$ cat config.mk
export PLATFORM = sky130hd
export DESIGN_NAME = mult4_seq_ctrl
export DESIGN_NICKNAME = d
export VERILOG_FILES = /design/src/rtl/mult4_seq_ctrl.sv
export SDC_FILE = /design/constraint.sdc
export NUM_CORES = 1
export LEC_CHECK = 0
export CELL_PAD_IN_SITES_DETAIL_PLACEMENT = 1
export CELL_PAD_IN_SITES_GLOBAL_PLACEMENT = 1
export CORE_AREA = 2 2 63 65
export CTS_CLUSTER_SIZE = 16
export DETAILED_ROUTE_END_ITERATION = 12
export DIE_AREA = 0 0 65 67
export GPL_TIMING_DRIVEN = 1
export PLACE_DENSITY_LB_ADDON = 0.1
export SYNTH_ARGS = -nofsm -noshare
export SYNTH_HDL_FRONTEND = slang
export SYNTH_SLANG_ARGS = --single-unit
$ cat constraint.sdc
create_clock -name i_clk -period 1.4 [get_ports i_clk]
set_input_delay 0.21 -clock i_clk [delete_from_list [all_inputs] [get_ports i_clk]]
set_output_delay 0.21 -clock i_clk [all_outputs]
set_load 0.01 [all_outputs]
$ cat src/rtl/mult4_seq_ctrl.sv
// ---------------------------------------------------------------------------
// mult4_seq_ctrl
//   Sequential 4x4 unsigned multiplier. It uses one 4-bit add per cycle with
//   the carry kept. A multiply walks IDLE -> CALC (4 cycles) -> DONE -> IDLE,
//   so a held start gives one result every 6 cycles.
//
//   Optional feature: define MULT4_ZERO_SKIP_EN. A start with a zero operand
//   then goes straight IDLE -> DONE with product 8'h00, and busy stays low.
//
// Ports
//   i_clk      rising-edge clock
//   i_rst_n    asynchronous active-low reset
//   i_start    request a multiply; only accepted while o_ready is high
//   i_a, i_b   4-bit unsigned operands, captured on the accepting edge
//   o_ready    high only in IDLE
//   o_busy     high in CALC
//   o_done     one-cycle pulse; o_product is valid during it
//   o_product  8-bit result; holds until the next result is produced
// ---------------------------------------------------------------------------
module mult4_seq_ctrl (
    input  logic       i_clk,
    input  logic       i_rst_n,
    input  logic       i_start,
    input  logic [3:0] i_a,
    input  logic [3:0] i_b,
    output logic       o_ready,
    output logic       o_busy,
    output logic       o_done,
    output logic [7:0] o_product
);

    typedef enum logic [1:0] {
        S_IDLE = 2'd0,
        S_CALC = 2'd1,
        S_DONE = 2'd2
    } state_t;

    state_t     r_state;
    logic [3:0] r_mcand;
    logic [3:0] r_mq;
    // The accumulator is architecturally 5 bits wide. After every
    // right-shift its top bit is 0, so only the low 4 bits are stored.
    logic [3:0] r_acc;
    logic [1:0] r_cnt;
    logic       r_ready;
    logic       r_busy;
    logic       r_done;
    logic [7:0] r_product;

    logic [4:0] w_sum;
    logic       w_zero;

    // One shift-add step. The carry lands in w_sum[4] and is shifted back
    // into the accumulator, so 15*15 cannot overflow.
    assign w_sum = r_mq[0] ? ({1'b0, r_acc} + {1'b0, r_mcand}) : {1'b0, r_acc};

`ifdef MULT4_ZERO_SKIP_EN
    assign w_zero = (i_a == 4'd0) || (i_b == 4'd0);
`else
    assign w_zero = 1'b0;
`endif

    always_ff @(posedge i_clk or negedge i_rst_n) begin
        if (!i_rst_n) begin
            r_state   <= S_IDLE;
            r_mcand   <= 4'd0;
            r_mq      <= 4'd0;
            r_acc     <= 4'd0;
            r_cnt     <= 2'd0;
            r_ready   <= 1'b1;
            r_busy    <= 1'b0;
            r_done    <= 1'b0;
            r_product <= 8'h00;
        end else begin
            case (r_state)
                S_IDLE: begin
                    if (i_start) begin
                        r_mcand <= i_a;
                        r_mq    <= i_b;
                        r_acc   <= 4'd0;
                        r_cnt   <= 2'd0;
                        r_ready <= 1'b0;
                        if (w_zero) begin
                            r_state   <= S_DONE;
                            r_done    <= 1'b1;
                            r_product <= 8'h00;
                        end else begin
                            r_state <= S_CALC;
                            r_busy  <= 1'b1;
                        end
                    end
                end
                S_CALC: begin
                    // {acc,mq} <= {sum,mq} >> 1
                    r_acc <= w_sum[4:1];
                    r_mq  <= {w_sum[0], r_mq[3:1]};
                    r_cnt <= r_cnt + 2'd1;
                    if (r_cnt == 2'd3) begin
                        // Publish the post-shift value directly, so the
                        // result is visible in the first DONE cycle.
                        r_state   <= S_DONE;
                        r_busy    <= 1'b0;
                        r_done    <= 1'b1;
                        r_product <= {w_sum, r_mq[3:1]};
                    end
                end
                S_DONE: begin
                    r_state <= S_IDLE;
                    r_done  <= 1'b0;
                    r_ready <= 1'b1;
                end
                default: begin
                    r_state <= S_IDLE;
                    r_ready <= 1'b1;
                    r_busy  <= 1'b0;
                    r_done  <= 1'b0;
                end
            endcase
        end
    end

    assign o_ready   = r_ready;
    assign o_busy    = r_busy;
    assign o_done    = r_done;
    assign o_product = r_product;

endmodule

=== Yosys cells after proc, flatten, opt, wreduce, memory -nomap -nowiden ===
Cells that the tools add are included.

* Input port bits: 11
* Register bits after elaboration: 27
* Output and inout bits: 11
* Logic and storage cells: 45

* Multiplexer cells: 17
* Reductions and logical operators: 9
* Bitwise gates (word level): 3
* Add/sub/neg operators: 2
* Eq/ne operators: 5

{| class="wikitable"
|+ Operators with widths
! cell !! number
|-
| one-hot mux 4 bit (2 select lines) || 2
|-
| AND reduction 2 bit || 6
|-
| two-way mux 4 bit || 2
|-
| one-hot mux 2 bit (2 select lines) || 2
|-
| two-way mux 2 bit || 3
|-
| adder 4 x 4 -> 5 bit || 1
|-
| two-way mux 5 bit || 1
|-
| equality test 2 bit (second input constant) || 2
|-
| two-way mux 1 bit || 4
|-
| inequality test 2 bit (second input constant) || 2
|-
| one-hot mux 1 bit (2 select lines) || 2
|-
| NOT 1 bit || 3
|-
| one-hot mux 1 bit (3 select lines) || 1
|-
| AND reduction 3 bit || 1
|-
| adder 2 x 1 -> 2 bit (second input constant) || 1
|-
| equality test 2 x 1 -> 1 bit (second input constant) || 1
|-
| zero test 2 bit || 1
|-
| nonzero test 2 bit || 1
|}

=== Longest topological paths before layout ===
* Word-level depth: 3
* Mapped depth: 6
* Gate-level depth less buffers: 6

=== Least setup slack after synthesis ===
Ideal clock, no wire load.

* Path type: register to register
* From: register r_mcand[0]
* To: register r_acc[3]
* Path buffers: 0
* Data required time: 1.279 ns
* Path slack: -0.089 ns
* Arrival time: 1.368 ns
* Stages on the path, launching flop included: 6
* Path through: dfrtp_1 -> ha_1 -> fa_1 -> a21oi_1 -> o21ai_0 -> a22o_1

* Longest elaborated chain between the ends: 3

{| class="wikitable"
|+ Ends and longest elaborated chain
! item !! line !! source
|-
| start: declaration || 39 || <nowiki>logic [3:0] r_mcand;</nowiki>
|-
| start signal: assignment || 78 || <nowiki>r_mcand <= i_a;</nowiki>
|-
| adder 4 x 4 -> 5 bit || 55 || <nowiki>assign w_sum = r_mq[0] ? ({1'b0, r_acc} + {1'b0, r_mcand}) : {1'b0, r_acc};</nowiki>
|-
| two-way mux 5 bit || 55 ||
|-
| one-hot mux 4 bit (2 select lines) || 75 || <nowiki>case (r_state)</nowiki>
|-
| end signal: assignment || 95 || <nowiki>r_acc <= w_sum[4:1];</nowiki>
|-
| end: declaration || 43 || <nowiki>logic [3:0] r_acc;</nowiki>
|}

No other way between the ends.
A chain may end at the register's enable or synchronous reset.

=== Worst setup path after layout ===
* From: register r_mcand[0]
* To: register r_acc[1]

The elaborated chain is that of the path after synthesis.

==> summary.txt <==
Outcome
  • Status: finished, violations left
  • Failing checks: negative setup slack

Detailed routing
  • DRT Pass-1 Iters: 4
  • DRC Markers: 0
  • Iter 0 DRT Violations: 25
  • WL final: 3160 µm
  • Routed Antenna Nets: 0
  • Vias after detailed routing: 982
  • Vias per inst: 4.93
  • DR WL/cell: 15.9 µm

Worst setup path
  • Largest fanout on the critical path: 2
  • CP max stage delay: 0.40 ns
  • Critical path endpoint category: register
  • WP buf/inv: 0
  • Critical path's slowest cell: dfrtp_1
  • Worst flop-to-flop path startpoint: r_mcand[0]
  • CP cell instances: ha_2 > fa_2 > xnor2_2 > nand2_1 > o21ai_2 > o21ai_1
  • Worst Path Required: 1.55 ns
  • Worst reg2reg endpoint: r_acc[1]
  • CP arrival: 1.70 ns
  • Kind of critical path: register to register
  • R2R depth: 6
  • Reg2Reg Setup Slack: -0.16 ns
  • Startpoint types: register
  • Top delay family on crit path: adder cells

Placed design
  • Number of port buffers: 21
  • Detailed placer's ending HPWL: 2220 µm
  • Dpl ws: -0.149 ns
  • RePlAce Congestion: 0.784

Clocking
  • Clock Path Buffers: 2
  • Worst skew pair latency: 0.26 ns
  • Hold buffer count at CTS: 0
  • H-tree depth: 1
  • Reg clk slew, reported paths: 0.09 ns
  • TritonCTS clock tree: yes
  • TritonCTS buffer count: 3
  • # clock sinks: 27
  • Clock root buffer: clkbuf_8

Timing
  • Headroom to the max-slew limit: 80.7%
  • Fmax: 0.642 GHz
  • Fin crit period: 1.56 ns
  • Setup TNS: -0.567 ns
  • Worst-margin pin slew: 0.288 ns
  • Worst Slack Setup Final: -0.157 ns
  • # setup viols final: 6
  • Unrepaired setup endpoints after global routing: true
  • Fin. Hold Viols: 0
  • Final period util: 111%
  • Setup Skew: 0.00472 ns
  • Slew Viols, Final: 0

Run
  • MaxCap Viol Count: 0

Cells and area
  • Layout Nets: 169
  • Share of cells above drive strength 1: 31.8%
  • N_diodes: 0
  • Fill cells: 388
  • Commonest cells after routing, fill and taps aside: dfrtp_1 (25), nand2_1 (24), buf_4 (15)
  • Layout area overhead: 39.6%
  • Commonest non-fill, non-tap cell in the layout: dfrtp_1

GRT
  • Pin count of the biggest net entering global routing: 28
  • Global-route wire length before repair: 5250 µm
  • GRT Total Usage: 16.3%
  • Initial antenna violation count: 0
  • Gr ovfl total: 0
  • Number of global-route vias before repair: 1,107

Floorplan
  • Die span in x: 65 µm
  • Top-Level Pins: 22
  • Initial cell density of the core: 36.1%
  • Die Y-Extent: 67 µm
  • Row cnt: 22
  • Core area: 0.00361 mm²
  • Die footprint: 0.00436 mm²

Yosys
  • Yosys reg bits: 27
  • Syn Area/Cell: 11.5 µm²
  • Mapped Nets: 130
  • Synth Instances: 113
  • Yosys warnings: 0
  • Unique masters post-synth: 31
  • Register area share after synthesis: 52.0%
  • Mapped Area: 0.00130 mm²

Power and ir drop
  • Worst vdd ir: 0.985 mV
  • Pleak: 0.934 nW
  • PD cells: 2250 mW/mm²

Worst hold path
  • Hold Path Class: input port to async pin
-- flip-flops by register name, summed over array words and instances, names as in the netlist --
name / count
r_mq: 4
r_state: 2
o_ready: 1
r_mcand: 4
r_acc: 4
o_busy: 1
r_cnt: 2
o_product: 8
o_done: 1
-- synth_stat cells --
| library cell | number | area, µm² |
|---|---|---|
| buf_6 | 3 | 33.8 |
| and3_1 | 1 | 6.26 |
| o21bai_4 | 1 | 18.8 |
| o22ai_1 | 1 | 6.26 |
| o21ai_0 | 13 | 65.1 |
| inv_4 | 1 | 6.26 |
| nor2b_4 | 1 | 13.8 |
| fa_1 | 1 | 20.0 |
| o21ai_1 | 1 | 5.00 |
| a21oi_1 | 5 | 25.0 |
| or2b_1 | 1 | 7.51 |
| o21a_1 | 1 | 7.51 |
| nand2b_4 | 1 | 13.8 |
| dfstp_2 | 1 | 26.3 |
| nor2_1 | 2 | 7.51 |
| a22oi_1 | 4 | 30.0 |
| nand2_1 | 24 | 90.1 |
| dfrtp_1 | 26 | 651 |
| nor2_8 | 1 | 20.0 |
| mux2i_1 | 1 | 10.0 |
| a22o_1 | 2 | 17.5 |
| and2b_2 | 1 | 8.76 |
| a31oi_1 | 1 | 6.26 |
| nand3_1 | 1 | 5.00 |
| nand2_4 | 1 | 11.3 |
| nand2b_1 | 2 | 12.5 |
| ha_1 | 5 | 62.6 |
| mux2_4 | 6 | 90.1 |
| xnor2_1 | 1 | 8.76 |
| a21o_2 | 1 | 8.76 |
| inv_1 | 2 | 7.51 |
-- area by class of cell --
cell class	instances	area (µm²)	share of cell area (%)
Sequential cell	27	678	37.3
Multi-Input combinational cell	80	654	36.0
Timing Repair Buffer	37	367	20.2
Tap cell	48	60.1	3.30
Clock buffer	4	45.0	2.48
Inverter	3	13.8	0.757
-- metrics by stage --
stage / utilization [%] / std cells / total power, W / instance area [µm²] / hold slack, ns
final: 50.4 / 199 / 0.00410 / 1820 / 0.303
after CTS: 48.5 / 198 / 0.00395 / 1750 / 0.305
after floorplan: - / 113 / 0.00252 / 1310 / -0.0856
after detailed placement: 45.7 / 191 / 0.00331 / 1650 / 0.466
after global routing: 50.4 / 199 / 0.00444 / 1820 / 0.309
after global placement: 45.7 / 191 / 0.00319 / 1650 / 0.457
-- timing repair --
action,in CTS,in global routing
pin swaps,5,4
endpoints found under the setup margin,9,20
setup buffers,3,2
endpoints found under the hold margin,0,0
gates resized for setup,13,19
-- per-layer routing --
layer	part of all wire (%)	up-vias	GRT usage, %
met2	54	20	29.5
li1	-	466	-
met1	41	492	19.4
met3	3.5	4	2.70
met5	0	-	0
met4	1.3	0	5.85
-- how the worst max path moves through the flow --
stage                           from           end  slack, ns  depth (start not counted)
after floorplan             r_acc[0]      r_acc[3]      0.002                          5
after global placement      r_acc[0]      r_acc[3]      -0.11                          5
after detailed placement  r_mcand[0]      r_acc[1]      -0.15                          6
after CTS                 r_mcand[0]      r_acc[1]       -0.1                          6
after global routing      r_mcand[0]  o_product[5]      -0.25                          6
final                     r_mcand[0]      r_acc[1]      -0.16                          6
-- logic make-up (layout without fill, tap and decap cells) --
family	Yosys count	after routing	share of synthesized area, %
AND/OR/NAND/NOR	36	36	15.1
AO/OA/AOI/OAI	30	30	14.6
flip-flops	27	27	52.0
multiplexers	7	7	7.69
adder cells (fa/ha/maj)	6	6	6.34
buffers and inverters	6	44	3.65
XOR/XNOR	1	1	0.673
-- where the power goes --
group / switching, W / total, W / internal (W)
combinational: 0.00103 / 0.00226 / 0.00123
sequential: 0.000268 / 0.00140 / 0.00113
clock: 0.000230 / 0.000434 / 0.000203
total: 0.00153 / 0.00410 / 0.00257
Note: power is estimated with default switching activity, not from simulation.
